--- src/rtl/cache_refill_ctrl.sv ---
// rtl/cache_refill_ctrl.sv - blocking-miss line writeback/refill controller
`ifndef CACHE_T
`define CACHE_T 20
`endif
`ifndef CACHE_S
`define CACHE_S 8
`endif
`ifndef CACHE_B
`define CACHE_B 4
`endif

module cache_refill_ctrl #(
    parameter int TAG_WIDTH    = `CACHE_T,
    parameter int SET_WIDTH    = `CACHE_S,
    parameter int OFFSET_WIDTH = `CACHE_B
) (
    input  logic                    clk,
    input  logic                    reset,
    input  logic                    req_valid,
    input  logic [31:0]             req_addr,
    input  logic                    hit,
    input  logic                    dirty,
    input  logic [TAG_WIDTH-1:0]    replace_tag,
    input  logic [31:0]             line_rdata,
    output logic                    req_ready,
    output logic                    lru_en,
    output logic [OFFSET_WIDTH-3:0] word_idx,
    output logic                    fill_wen,
    output logic [31:0]             fill_data,
    output logic                    tag_wen,
    output logic                    mem_req,
    output logic                    mem_wen,
    output logic [31:0]             mem_addr,
    output logic [31:0]             mem_wdata,
    input  logic                    mem_ready,
    input  logic [31:0]             mem_rdata
);
    localparam int IDX_W = OFFSET_WIDTH - 2;
    localparam logic [IDX_W-1:0] LAST_WORD = {IDX_W{1'b1}};

    localparam logic [1:0] IDLE      = 2'd0;
    localparam logic [1:0] WRITEBACK = 2'd1;
    localparam logic [1:0] REFILL    = 2'd2;
    localparam logic [1:0] COMMIT    = 2'd3;

    logic [1:0]           state;
    logic [IDX_W-1:0]     word_cnt;
    logic [TAG_WIDTH-1:0] tag_q;
    logic [TAG_WIDTH-1:0] victim_tag_q;
    logic [SET_WIDTH-1:0] set_q;

    // Byte offset is irrelevant: whole lines move.
    logic unused_offset;
    assign unused_offset = &{1'b0, req_addr[OFFSET_WIDTH-1:0]};

    always_ff @(posedge clk or negedge reset) begin
        if (!reset) begin
            state        <= IDLE;
            word_cnt     <= '0;
            tag_q        <= '0;
            victim_tag_q <= '0;
            set_q        <= '0;
        end else begin
            case (state)
                IDLE: begin
                    if (req_valid && !hit) begin
                        tag_q        <= req_addr[OFFSET_WIDTH+SET_WIDTH +: TAG_WIDTH];
                        set_q        <= req_addr[OFFSET_WIDTH +: SET_WIDTH];
                        victim_tag_q <= replace_tag;
                        word_cnt     <= '0;
                        state        <= dirty ? WRITEBACK : REFILL;
                    end
                end
                WRITEBACK: begin
                    if (mem_ready) begin
                        if (word_cnt == LAST_WORD) begin
                            word_cnt <= '0;
                            state    <= REFILL;
                        end else begin
                            word_cnt <= word_cnt + 1'b1;
                        end
                    end
                end
                REFILL: begin
                    if (mem_ready) begin
                        if (word_cnt == LAST_WORD) begin
                            word_cnt <= '0;
                            state    <= COMMIT;
                        end else begin
                            word_cnt <= word_cnt + 1'b1;
                        end
                    end
                end
                default: state <= IDLE;
            endcase
        end
    end

    // Outputs are gated by reset so asserting it silences everything at once.
    always_comb begin
        req_ready = 1'b0;
        lru_en    = 1'b0;
        fill_wen  = 1'b0;
        fill_data = '0;
        tag_wen   = 1'b0;
        mem_req   = 1'b0;
        mem_wen   = 1'b0;
        mem_addr  = '0;
        mem_wdata = '0;
        if (reset) begin
            case (state)
                IDLE: begin
                    req_ready = req_valid && hit;
                    lru_en    = req_valid && hit;
                end
                WRITEBACK: begin
                    mem_req   = 1'b1;
                    mem_wen   = 1'b1;
                    mem_addr  = {victim_tag_q, set_q, word_cnt, 2'b00};
                    mem_wdata = line_rdata;
                end
                REFILL: begin
                    mem_req   = 1'b1;
                    mem_addr  = {tag_q, set_q, word_cnt, 2'b00};
                    fill_wen  = mem_ready;
                    fill_data = mem_rdata;
                end
                default: tag_wen = 1'b1;
            endcase
        end
    end

    assign word_idx = reset ? word_cnt : '0;
endmodule
--- config.mk ---
export PLATFORM = sky130hd
export DESIGN_NAME = cache_refill_ctrl
export DESIGN_NICKNAME = d
export VERILOG_FILES = /design/src/rtl/cache_refill_ctrl.sv
export SDC_FILE = /design/constraint.sdc
export NUM_CORES = 1
export LEC_CHECK = 0
export CORE_UTILIZATION = 37
export CTS_CLUSTER_DIAMETER = 30
export DETAILED_ROUTE_END_ITERATION = 12
export MAX_ROUTING_LAYER = met4
export PLACE_DENSITY_LB_ADDON = 0.1
export SYNTH_ARGS = -nofsm -noshare
export SYNTH_HDL_FRONTEND = slang
export SYNTH_SLANG_ARGS = --single-unit
--- constraint.sdc ---
create_clock -name clk -period 4.2 [get_ports clk]
set_input_delay 0.84 -clock clk [delete_from_list [all_inputs] [get_ports clk]]
set_output_delay 0.84 -clock clk [all_outputs]
set_load 0.03 [all_outputs]
==> results of run 1 <==
[synthesized netlist by cell type, types with 2 or more instances]
| master | n |
|---|---|
| clkbuf_1 | 18 |
| nand2_1 | 4 |
| nor2_1 | 24 |
| and3_1 | 64 |
| a22o_1 | 2 |
| o2bb2ai_1 | 2 |
| mux2_2 | 48 |
| dfrtp_1 | 52 |
| a221o_1 | 2 |
| and2_1 | 14 |
| inv_1 | 4 |
| buf_2 | 4 |
| buf_4 | 3 |
| a22oi_1 | 20 |
| buf_6 | 2 |
| ha_1 | 6 |
[sequential cells by signal (all words and copies together) (netlist names)]
register / cells
word_cnt: 2
set_q: 8
victim_tag_q: 20
tag_q: 20
state: 2
[kinds of logic (layout without fill, tap and decap cells)]
family                   after synthesis  count (layout)  synth area share [%]
flip-flops                            52              52                 43.79
multiplexers                          48              48                 18.19
other                                  1               2                0.1262
AO/OA/AOI/OAI                         31              31                 8.337
adder cells (fa/ha/maj)                6               6                 2.526
AND/OR/NAND/NOR                      114             114                 21.81
buffers and inverters                 33             237                 5.220
[path summary, 6_finish.rpt]
check | depth (start not counted) | from | end
worst max-delay path | 5 | state[1] | mem_addr[29]
worst min-delay path | 1 | reset | tag_q[1]
worst max register to register | 5 | state[1] | tag_q[2]
worst min register to register | 1 | set_q[4] | set_q[4]
max in group asynchronous | 3 | reset | tag_q[6]
min in group clk | 1 | set_q[4] | set_q[4]
[through the flow]
step           util (%)  worst slack [ns]  cells  power (uW)
6_report          68.39            0.6289    592        2782
3_3_place_gp      67.15            0.6564    585        2455
5_1_grt           68.39            0.3724    592        2957
3_5_place_dp      67.15            0.6682    585        2497
4_1_cts           68.39            0.5836    592        2800
2_1_floorplan         -             1.712    286        1906
[per-layer routing]
metal | vias to the layer above | GRT usage, % | wire length, um
met5 | - | - | 0
li1 | 1422 | - | -
met4 | 0 | 6.349 | 199
met2 | 117 | 41.73 | 4970
met3 | 12 | 5.307 | 682
met1 | 1398 | 28.81 | 4055
[layout make-up]
cell class	count	area (um^2)
inverter	5	18.77
tap	102	127.6
clock buffer	7	96.34
sequential	52	1301
timing repair buffer	225	2222
multi-input combinational	201	1519
fill	613	2442
[power groups by stage]
stage / registers (uW) / clock network, uW / logic (uW)
6_report: 891 / 303 / 1590
5_1_grt: 923 / 325 / 1710
3_3_place_gp: 882 / 0 / 1570
2_1_floorplan: 857 / 0 / 1050
3_5_place_dp: 902 / 0 / 1600
4_1_cts: 890 / 309 / 1600
[worst reg2reg max path, cell delays in order, from the launching register on]
cell and delay, ns:
dfrtp_1 0.45, inv_1 0.14, ha_1 0.30, nand3b_1 0.64
buf_12 0.44, mux2_2 0.32
==> summary.md, run 1 <==
| Metric | Value |
|---|---|
| Status | complete, no violations |
| First-pass DRT Iterations | 4 |
| Initial Util | 38.46% |
| Period utilisation layout | 85.03% |
| Post-route ant nets | 0 |
| Slowest cell on crit path | clkdlybuf4s50_1 |
| Max Root-Sink Buffers | 2 |
| Final Cell Area | 5285 um^2 |
| CTS H-Tree Depth | 2 |
| Core area | 7727 um^2 |
| GRT Util Overall | 24.27% |
| Commonest non-fill, non-tap cell in the layout | clkdlybuf4s50_1 |
| Synth unique cells | 32 |
| Pwr dens | 526.4 nW/um^2 |
| Area contributors post-synth | dfrtp_1 44%, mux2_2 18%, and3_1 13%, a22oi_1 5.1%, nor2_1 3.0% |
| Sequential power share | 32.0% |
| Startpoint types | register |
| Crit path kind | reg2out |
| Worst hold slack | 0.4040 ns |
| Syn Area/Cell | 10.43 um^2 |
| Critical Path Sink Type | output pin |
| Num rows | 32 |
| Sequential-to-total area share from yosys stat | 43.79% |
| Critical Path RT | 3.36 ns |
| Post-synth top area cell | dfrtp_1 |
| Fin. max-slew vios | 0 |
| Drt wl/cell | 16.73 um |
| Vias/cell | 4.981 |
| Initial antenna violation count | 0 |
| Crit Path Max Fanout | 22 |
| Arr. time, crit path | 2.73 ns |
| Detailed Route Iter0 Violations | 123 |
| Net switching power | 1125 uW |
| Dpl cell area | 5189 um^2 |
| Port buffer count | 219 |
| Vias in the first global route | 3,029 |
| Total number of vias | 2,949 |
| # setup viols final | 0 |
| CP peak stage delay | 0.70 ns |
| Logic pwr share | 57.1% |
| Cts bufs inserted | 5 |
| Clock sinks | 52 |
| RSZ-0062 raised after global routing | no |
| First-pass GRT wire length | 15.59 mm |
| Clk network pwr share | 10.9% |
| Nets | 618 |
| Post-synthesis async set-or-reset flop share | 100.0% |
| Sequence of cells on the critical path | inv_1 -> ha_1 -> nand2_1 -> nor2_1 -> clkdlybuf4s50_1 |
| Die Area | 8393 um^2 |
| Worst IR drop on VDD | 0.0003010 V |
| Switching part of the total power | 40.44% |
| Synth Register Bits | 52 |
| Worst-skew pair later-pin latency | 0.30 ns |
| I/O pin count | 226 |
| Actual slew at the worst max-slew pin | 0.8734 ns |
| Syn. warnings | 0 |
| Diode count | 0 |
| Worst path bufs/invs | 2 |
| Cell Int Power | 1657 uW |
| Clk slew on worst S/H paths | 0.09 ns |
| Leakage | 0.002360 uW |
| Max-slew headroom | 41.60% |
| Final clock skew | 0.008551 ns |
| Routed wire length | 9.907 mm |
| # Max-Cap Violations | 0 |
| Most frequent cells in the layout | 208 x clkdlybuf4s50_1, 64 x and3_1, 52 x dfrtp_1, 48 x mux2_2, 24 x nor2_1 |
| Post-CTS setup buffers | 0 |
| Hold_buf cts | 0 |
| Worst reg2reg setup slack | 1.80 ns |
| Post-DP HPWL | 7.467 mm |
| Die span in x | 91.62 um |
| Top delay family on crit path | buffers and inverters |
| Most used DFF post-synth | dfrtp_1 |
| Synthesized area | 2972 um^2 |
| Remaining global-route overflow | 0 |
| Largest net degree at the start of global routing | 64 |
| Final hold vios | 0 |
| CTS tree | yes |
| Share of layout cells above drive strength 1 | 15.51% |
| Placer Congestion | 0.8535 |
| Worst min path class | in2async |
| Synth top area share | 43.79% |
| Die H | 91.62 um |
| TNS Setup | 0 ns |
| EDFF count, synth | 0 |
| Post-CTS sizing | 0 |
| Syn Inst Count | 285 |
| Min Tclk post-route | 3.571 ns |
| Fmax | 280.0 MHz |
| Residual DRC count | 0 |
| Area Overhead vs Synth | 77.85% |
| Root buffer cell | clkbuf_8 |
No activity file was read; power rests on OpenSTA's default activity.
==> inputs of run 2 (changes only) <==
Settings changed: CORE_UTILIZATION 37 to 31.
Clock period 4.2 ns to 2.86 ns, I/O delays scaled along.
==> summary.md, run 2 (synthesis gave the netlist of run 1 again) <==
| Metric | Value |
|---|---|
| Clk slew on worst S/H paths | 0.09 ns (about the same) |
| Worst-skew pair later-pin latency | 0.31 ns (about the same) |
| GRT Util Overall | 20.10% (-4.2 points) |
| Arr. time, crit path | 2.13 ns (-0.60 ns) |
| Worst reg2reg setup slack | 0.92 ns (-0.88 ns) |
| Worst IR drop on VDD | 0.0004220 V (+40%) |
| First-pass DRT Iterations | 4 (unchanged) |
| Switching part of the total power | 41.36% (+0.92 points) |
| Filler cell count | 819 (+34%) |
| Met3 Use GR | 5.292% (-0.014 points) |
| Cell Int Power | 2445 uW (+48%) |
| Place WS | 0.2185 ns (-0.4498 ns) |
| Pwr Total | 4169 uW (+50%) |
| Port buffer count | 219 (unchanged) |
| Detailed Route Iter0 Violations | 93 (-24%) |
| TNS Setup | 0 ns (unchanged) |
| Final hold vios | 0 (unchanged) |
| # setup viols final | 0 (unchanged) |
| Vias/cell | 4.746 (-4.7%) |
| Startpoint types | register |
| Die span in x | 99.91 um (+9.0%) |
| Share of layout cells above drive strength 1 | 22.54% (+7.0 points) |
| Post-route ant nets | 0 (unchanged) |
| Worst min path class | in2async |
| Hold_buf cts | 0 (unchanged) |
| Sequential power share | 31.5% (-0.5 points) |
| Setup ws final | 0.1597 ns (-0.4692 ns) |
| Dpl cell area | 5285 um^2 (+1.9%) |
| Crit Path Max Fanout | 7 (-68%) |
| Worst reg2reg path depth | 6 (+1) |
| Pwr dens | 759.1 nW/um^2 (+44%) |
| Crit path kind | reg2out |
| FF-to-FF Start | state[0] |
| Drt wl/cell | 16.37 um (-2.2%) |
| Registers with the most flip-flops | tag_q (20), victim_tag_q (20), set_q (8) |
| Status | complete, no violations |
| Largest net degree at the start of global routing | 41 (-36%) |
| Critical Path Sink Type | output pin |
| Initial Util | 32.01% (-6.4 points) |
| Logic pwr share | 58.2% (+1.1 points) |
| Residual DRC count | 0 (unchanged) |
| Leakage | 0.003126 uW (+32%) |
| Top Usage Layer GRT | met2 |
| Critical R2R Capture | state[0] |
| Core area | 9284 um^2 (+20%) |
| Num rows | 35 (+9.4%) |
| Nets | 624 (+0.97%) |
| Routed wire length | 10.25 mm (+3.4%) |
| Post-DP HPWL | 7.620 mm (+2.0%) |
| Net switching power | 1725 uW (+53%) |
| Fmax | 370.3 MHz |
| Clock sinks | 52 (unchanged) |
| First-pass GRT wire length | 15.11 mm (-3.1%) |
| Multi-input logic area | 1534 um^2 (+0.99%) |
| Met1 GRT Util | 22.60% (-6.2 points) |
| Total number of vias | 2,971 (+0.75%) |
| Fin. max-slew vios | 0 (unchanged) |
| Die Area | 9981 um^2 (+19%) |
| Final Cell Area | 5493 um^2 (+3.9%) |
| Critical Path RT | 2.29 ns (-1.07 ns) |
| Min Tclk post-route | 2.700 ns |
| Root buffer cell | clkbuf_8 |
| Vias in the first global route | 2,873 (-5.2%) |
| Placer Congestion | 0.7579 (-11%) |
| Max Root-Sink Buffers | 2 (unchanged) |
| # Max-Cap Violations | 0 (unchanged) |
| Die H | 99.91 um (+9.0%) |
| Most frequent cells in the layout | 144 x clkdlybuf4s50_1, 64 x and3_1, 50 x dfrtp_1, 48 x mux2_2, 40 x buf_4 |
| Commonest non-fill, non-tap cell in the layout | clkdlybuf4s50_1 |
| Diode count | 0 (unchanged) |
| Final clock skew | 0.009659 ns (+0.001108 ns) |
| RSZ-0062 raised after global routing | no |
| Register area | 1304 um^2 (+0.19%) |
| Met2 usage in global routing | 35.86% (-5.9 points) |
| Core Util, Final | 59.16% (-9.2 points) |
| Clk network pwr share | 10.3% (-0.6 points) |
| Actual slew at the worst max-slew pin | 0.5152 ns (-0.3582 ns) |
| I/O pin count | 226 (unchanged) |
| CTS H-Tree Depth | 2 (unchanged) |
| Area Overhead vs Synth | 84.84% |
| Period utilisation layout | 94.41% |
| Cts bufs inserted | 5 (unchanged) |
| Initial antenna violation count | 0 (unchanged) |
| Crit. Startpoint | state[0] |
| Remaining global-route overflow | 0 (unchanged) |
| Max-slew headroom | 65.65% (+24 points) |
| CTS tree | yes |
-- run 2: cell count changes in the layout (fill, tap and decap cells not counted), sizes merged --
cell           change
clkbuf             -1
inv                +1
clkinv             +1
clkdlybuf4s50     -64
dlymetal6s2s      +38
buf               +32
-- run 2: final cells by class --
| type | instances | area share (%) |
|---|---|---|
| Tap cell | 129 | 2.938 |
| Timing Repair Buffer | 231 | 43.49 |
| Clock inverter | 2 | 0.2506 |
| Inverter | 5 | 0.3417 |
| Clock buffer | 6 | 1.321 |
| Multi-Input combinational cell | 201 | 27.93 |
| Sequential cell | 52 | 23.74 |
-- run 2: worst max path at each step --
stage	endpoint	slack (ns)	cells after the start
3_3_place_gp	mem_addr[3]	0.25	8
5_1_grt	mem_addr[3]	0.04	8
4_1_cts	mem_addr[3]	0.02	8
2_1_floorplan	mem_addr[14]	0.66	6
3_5_place_dp	mem_addr[3]	0.22	8
6_report	req_ready	0.16	4
-- run 2: what timing repair did --
item	4_1_cts	5_1_grt
hold endpoints to repair	0	0
setup endpoints to repair	15	35
resized for setup	2	41
setup buffers	0	1
-- run 2: power groups by stage --
| stage | Combinational (uW) | Sequential (uW) | Clock (uW) |
|---|---|---|---|
| global route | 2610 | 1360 | 472 |
| CTS | 2440 | 1310 | 444 |
| floorplan | 1540 | 1260 | 0 |
| global placement | 2370 | 1300 | 0 |
| detailed placement | 2420 | 1320 | 0 |
| finish | 2420 | 1310 | 430 |
-- run 2: critical path: stages, from the launching register on --
cell and delay [ns]:
dfrtp_2 0.46, inv_1 0.14, ha_1 0.29, and4_1 0.26
clkdlybuf4s50_1 0.68
-- run 2: layer usage --
| layer | up-vias | wire length [um] |
|---|---|---|
| met5 | - | 0 |
| met4 | 0 | 95 |
| met3 | 11 | 771 |
| met2 | 130 | 5210 |
| met1 | 1395 | 4171 |
| li1 | 1435 | - |
-- run 2: metrics by stage --
stage               std cells  hold WS [ns]
floorplan                 286        0.2764
global placement          617        0.4619
detailed placement        617        0.4683
CTS                       625        0.1366
global route              626        0.1364
finish                    626        0.1428
